===== config.mk =====
export PLATFORM = sky130hd
export DESIGN_NAME = neuron_cfg_decoder
export DESIGN_NICKNAME = d
export VERILOG_FILES = /design/src/rtl/neuron_cfg_decoder.sv
export SDC_FILE = /design/constraint.sdc
export NUM_CORES = 1
export LEC_CHECK = 0
export CORE_MARGIN = 3
export CORE_UTILIZATION = 35
export CTS_BUF_LIST = sky130_fd_sc_hd__clkbuf_2
export CTS_CLUSTER_SIZE = 8
export DETAILED_ROUTE_END_ITERATION = 7
export GPL_ROUTABILITY_DRIVEN = 0
export GPL_TIMING_DRIVEN = 0
export HOLD_SLACK_MARGIN = 0.1
export SLEW_MARGIN = 20
export SYNTH_ARGS = -nofsm -noshare
export SYNTH_HDL_FRONTEND = slang
export SYNTH_SLANG_ARGS = --single-unit

===== constraint.sdc =====
create_clock -name clk -period 3.12 [get_ports clk]
set_clock_uncertainty 0.05 [all_clocks]
set_input_delay 0.78 -clock clk [delete_from_list [all_inputs] [get_ports clk]]
set_output_delay 0.78 -clock clk [all_outputs]
set_load 0.01 [all_outputs]

===== src/rtl/neuron_cfg_decoder.sv =====
// Host programming stream decoder for the neuron array.
// Parses header, per-neuron records and the run-phase mu stream.
module neuron_cfg_decoder #(
  parameter int FP_DATA_WIDTH   = 16,
  parameter int TEN_DATA_WIDTH  = 2,
  parameter int NUM_NEURON      = 512,
  parameter int NEURON_ID_WIDTH = 9,
  parameter int MAX_ACTIVE      = 16,
  localparam int QA_W  = $clog2(MAX_ACTIVE),
  localparam int CNT_W = $clog2(MAX_ACTIVE + 1)
) (
  input  logic                       clk,
  input  logic                       reset_l,
  input  logic [FP_DATA_WIDTH-1:0]   ins,
  input  logic                       ins_valid,
  output logic                       load_we,
  output logic [FP_DATA_WIDTH-1:0]   vmem_out,
  output logic [FP_DATA_WIDTH-1:0]   mu_out,
  output logic [NEURON_ID_WIDTH-1:0] neuron_sel,
  output logic                       qram_we,
  output logic [QA_W-1:0]            qram_addr,
  output logic [TEN_DATA_WIDTH-1:0]  qram_data,
  output logic                       mu_valid,
  output logic [FP_DATA_WIDTH-1:0]   mu_data,
  output logic [CNT_W-1:0]           n_active,
  output logic                       cfg_done,
  output logic [FP_DATA_WIDTH-1:0]   mu_count,
  output logic                       err
);

  localparam logic [FP_DATA_WIDTH-1:0] ALL1 = '1;
  localparam logic [FP_DATA_WIDTH-1:0] NN =
    FP_DATA_WIDTH'(NUM_NEURON);
  localparam logic [FP_DATA_WIDTH-1:0] MAXA =
    FP_DATA_WIDTH'(MAX_ACTIVE);

  typedef enum logic [2:0] {
    S_IDLE, S_SYNC, S_VMEM, S_MU,
    S_NID, S_QROW, S_RUN, S_ERR
  } state_t;

  state_t                     state, state_n;
  logic [FP_DATA_WIDTH-1:0]   vbuf, vbuf_n;
  logic [FP_DATA_WIDTH-1:0]   mbuf, mbuf_n;
  logic [QA_W-1:0]            rec, rec_n;
  logic [QA_W-1:0]            q, q_n;
  logic                       load_n, qwe_n, muv_n;
  logic [FP_DATA_WIDTH-1:0]   vout_n, muout_n, mud_n, cnt_n;
  logic [NEURON_ID_WIDTH-1:0] sel_n;
  logic [QA_W-1:0]            qaddr_n;
  logic [TEN_DATA_WIDTH-1:0]  qdata_n;
  logic [CNT_W-1:0]           nact_n;
  logic                       q_last, rec_last;

  assign q_last   = CNT_W'(q) == n_active - CNT_W'(1);
  assign rec_last = CNT_W'(rec) == n_active - CNT_W'(1);

  always_comb begin
    state_n = state;
    vbuf_n  = vbuf;
    mbuf_n  = mbuf;
    rec_n   = rec;
    q_n     = q;
    load_n  = 1'b0;
    qwe_n   = 1'b0;
    muv_n   = 1'b0;
    vout_n  = vmem_out;
    muout_n = mu_out;
    mud_n   = mu_data;
    cnt_n   = mu_count;
    sel_n   = neuron_sel;
    qaddr_n = qram_addr;
    qdata_n = qram_data;
    nact_n  = n_active;
    if (ins_valid) begin
      unique case (state)
        S_IDLE: begin
          if (ins != '0 && ins <= MAXA) begin
            nact_n  = CNT_W'(ins);
            state_n = S_SYNC;
          end else begin
            state_n = S_ERR;
          end
        end
        S_SYNC: begin
          if (ins == ALL1) begin
            rec_n   = '0;
            state_n = S_VMEM;
          end else begin
            state_n = S_ERR;
          end
        end
        S_VMEM: begin
          vbuf_n  = ins;
          state_n = S_MU;
        end
        S_MU: begin
          mbuf_n  = ins;
          state_n = S_NID;
        end
        S_NID: begin
          if (ins < NN) begin
            sel_n   = ins[NEURON_ID_WIDTH-1:0];
            load_n  = 1'b1;
            vout_n  = vbuf;
            muout_n = mbuf;
            q_n     = '0;
            state_n = S_QROW;
          end else begin
            state_n = S_ERR;
          end
        end
        S_QROW: begin
          qwe_n   = 1'b1;
          qaddr_n = q;
          qdata_n = ins[TEN_DATA_WIDTH-1:0];
          q_n     = q + QA_W'(1);
          if (q_last) begin
            if (rec_last) begin
              state_n = S_RUN;
            end else begin
              rec_n   = rec + QA_W'(1);
              state_n = S_VMEM;
            end
          end
        end
        S_RUN: begin
          // All-ones is the abort word, never a mu value
          if (ins == ALL1) begin
            nact_n  = '0;
            cnt_n   = '0;
            state_n = S_IDLE;
          end else begin
            muv_n = 1'b1;
            mud_n = ins;
            if (mu_count != ALL1)
              cnt_n = mu_count + FP_DATA_WIDTH'(1);
          end
        end
        S_ERR: begin
          if (ins == ALL1)
            state_n = S_IDLE;
        end
        default: state_n = S_IDLE;
      endcase
    end
  end

  always_ff @(posedge clk or negedge reset_l) begin
    if (!reset_l) begin
      state      <= S_IDLE;
      vbuf       <= '0;
      mbuf       <= '0;
      rec        <= '0;
      q          <= '0;
      load_we    <= 1'b0;
      qram_we    <= 1'b0;
      mu_valid   <= 1'b0;
      vmem_out   <= '0;
      mu_out     <= '0;
      mu_data    <= '0;
      mu_count   <= '0;
      neuron_sel <= '0;
      qram_addr  <= '0;
      qram_data  <= '0;
      n_active   <= '0;
      cfg_done   <= 1'b0;
      err        <= 1'b0;
    end else begin
      state      <= state_n;
      vbuf       <= vbuf_n;
      mbuf       <= mbuf_n;
      rec        <= rec_n;
      q          <= q_n;
      load_we    <= load_n;
      qram_we    <= qwe_n;
      mu_valid   <= muv_n;
      vmem_out   <= vout_n;
      mu_out     <= muout_n;
      mu_data    <= mud_n;
      mu_count   <= cnt_n;
      neuron_sel <= sel_n;
      qram_addr  <= qaddr_n;
      qram_data  <= qdata_n;
      n_active   <= nact_n;
      cfg_done   <= state_n == S_RUN;
      err        <= state_n == S_ERR;
    end
  end

endmodule


==> metrics.txt <==
GRT overflow=0; DR pass1 iterations=5; Nets=around 670; Hold Vio Cnt, Final=0; WL/cell=16.2 um; die height=roughly 130 um; ys async rst share=between 90% and 100%; Util after Layout=45.7%; largest stage delay on the critical path=about 0.63 ns; full die area=0.0179 sq mm; post-route clock period utilization=88.1%; Leak Pwr=3.36 nW; Final setup viols=0; max cap viols=0; status=finished clean; slew margin rel.=32.0%; crit path buf inv count=3; Worst Path Max Fanout=10; CP cell instances=clkdlybuf4s50_1 -> or4_1 -> nor2_1 -> nand2_1 -> clkbuf_1 -> clkbuf_1 -> nand2_1 -> nand2_1; post-synth top area cell=dfrtp_1; top cells by area, synth=dfrtp_1 (58%), mux2_2 (12%), nand2_1 (7.9%), nand4_1 (1.5%), xor2_1 (1.5%); DP HPWL=just over 10000 um; Core Footprint=0.0159 sq mm; Max Freq=364 MHz; most frequent cells in the layout=dfrtp_1 (132), nand2_1 (120), clkdlybuf4s50_1 (105), mux2_2 (60), clkbuf_2 (23); delay-heaviest family, CP=simple AND/OR/NAND/NOR gates; Avg Cell Area, Syn=11.1 sq um; Most used DFF post-synth=dfrtp_1; CP Data Arrival Time=~3.3 ns; most common cell after layout, fill and taps aside=dfrtp_1; final slew viol count=0; final WL=around 14000 um; Die Width=between 100 and 150 um; Reg area=0.00330 sq mm; placed cell count=838; setup bufs post-CTS=0; antenna cells=0; register area share after synthesis=57.9%; synthesis-stage register bit count=132; reg-to-reg slack, setup=0.45 ns; post-synth top area share=between 50 and 60%; Peak VDD IR=0.000351 V; TritonCTS Sinks=132; CP Capture Type=flop; Synth Warn #=0; Post-synth EDFFs=0; Final Non-Filler Cells=869; clk_lat worst skew=about 0.7 ns; GRT Total Usage=16.5%; Power Dens Cells=around 700 mW/mm^2; DRC=0; layout overhead on the synthesized area=27.6%; Post-Syn Nets=approximately 540; Longest Clk Path Bufs=2; htree depth=4; clock-pin slew on the worst setup and hold paths=between 0.15 and 0.2 ns; RSZ-0062 raised after global routing=false; Hold WC Path Type=flop to flop; Post-Synthesis Cell Area=0.00571 sq mm; IO Pins=108; Syn Inst Count=just over 500; buffers added on ports=106; iteration-0 DRC count of the detailed router=232; Initial Util=35.8%; Crit path top cell by count=nand2_1; via count of the first global-routing pass=~4400; Fin Hold WS=0.433 ns; Rows=46; fin worst setup slack=approximately 0.37 ns; Vias=~4200; crit path max-delay cell type=or4_1; CP Class=input port to flop; CTS tree=built; Worst setup SP type=input port; footprint of the multi-input gates=between 0.002 and 0.0025 sq mm; number of distinct library cells after synthesis=49; antenna violations before repair=0; vias per cell=roughly 4.8; CTS Buf Count=17; CP required=3.65 ns; share of cells above drive strength 1=16.2%; final antenna-violating net count=0; Final min period=2.75 ns; filler instances=1507; Worst-Margin Slew=1.01 ns; largest net degree at the start of global routing=87; first-pass GRT wire length=23000 um; Post-Place Setup Slack=-0.382 ns; CTS Root Cell=clkbuf_2
## report_power, final
group / internal (mW) / switching [mW] / total [mW]
Sequential: 2.17 / 0.280 / 2.45
Clock: 0.371 / 0.584 / 0.954
Combinational: 0.864 / 0.694 / 1.56
Total: 3.40 / 1.56 / 4.96
## state kept, by name, summed over array words and instances (netlist names), 2 cells and up
register	flops
state	3
n_active	5
neuron_sel	9
q	4
qram_addr	4
qram_data	2
mbuf	16
mu_out	16
vbuf	16
rec	4
mu_count	16
vmem_out	16
mu_data	16
## cells in the mapped netlist (2+ instances only)
cell type    n
xor2_1      10
nor3_1       9
buf_2        4
dfrtp_1    132
o32ai_1      2
a22o_1       2
or2_2        2
nand3_1     12
nor2_2       4
a21oi_1     12
mux2_2      60
nor2b_1      4
nand4_1     14
clkbuf_1    10
nand3b_1     3
nand2_1    120
and3_1       3
or4_1        3
or3_1        3
inv_1       16
buf_1        4
xnor3_1      2
nor2_1      22
a211oi_1     5
o21a_1       2
nand2b_1     3
nor4_1       3
mux2i_1      6
ha_1         4
xnor2_1      9
o21ai_0     12
## cell type report
| type | instances | area share, % |
|---|---|---|
| flip-flops and latches | 132 | 45.4 |
| well taps | 216 | 3.71 |
| plain buffers | 19 | 1.15 |
| repair buffers | 108 | 15.2 |
| multi-input cells | 346 | 31.0 |
| clock inverters | 7 | 1.15 |
| clock buffers | 23 | 1.58 |
| inverters | 18 | 0.928 |
## stage by stage
| step | cell area (sq um) | TNS (ns) | power, mW |
|---|---|---|---|
| detailed placement | 7070 | -17.84 | 4.05 |
| CTS | 7280 | 0 | 5.03 |
| finish | 7280 | 0 | 4.96 |
| global route | 7280 | 0 | 5.29 |
| floorplan | 5710 | 0 | 3.31 |
| global placement | 7040 | -538.37 | 3.99 |
## timing repair
item,4_1_cts,5_1_grt
hold endpoints to repair,46,0
resized for setup,0,0
hold buffers,1,0
## per-layer routing
layer | part of all wire [%] | track usage [%] | vias up
met1 | 44 | 20.8 | 2083
met5 | 0 | 0 | -
met3 | 6.0 | 6.04 | 13
met2 | 49 | 26.4 | 91
met4 | 1.4 | 5.20 | 0
li1 | - | - | 2016
## worst paths after layout
path,startpoint,end,cells past startpoint
setup / recovery,ins[13],vmem_out[12],8
hold / removal,mbuf[4],mu_out[4],2
setup reg to reg,n_active[0],err,9
hold reg to reg,mbuf[4],mu_out[4],2
max in group asynchronous,reset_l,mu_out[11],3
min in group asynchronous,reset_l,mu_count[10],2
## worst min-delay path, stage by stage, from the launching register on
cell     delay [ns]
dfrtp_1        0.37
nand2_1        0.05
nand2_1        0.05
## logic make-up (layout without fill, tap and decap cells)
group / after synthesis / after routing / share of synthesized area, %
flip-flops: 132 / 132 / 57.9
AO/OA/AOI/OAI: 46 / 46 / 5.57
buffers and inverters: 37 / 175 / 2.65
XOR/XNOR: 21 / 21 / 3.70
adder cells (fa/ha/maj): 4 / 4 / 0.877
multiplexers: 66 / 66 / 12.9
AND/OR/NAND/NOR: 209 / 209 / 16.4
Note: power is estimated with default switching activity, not from simulation.
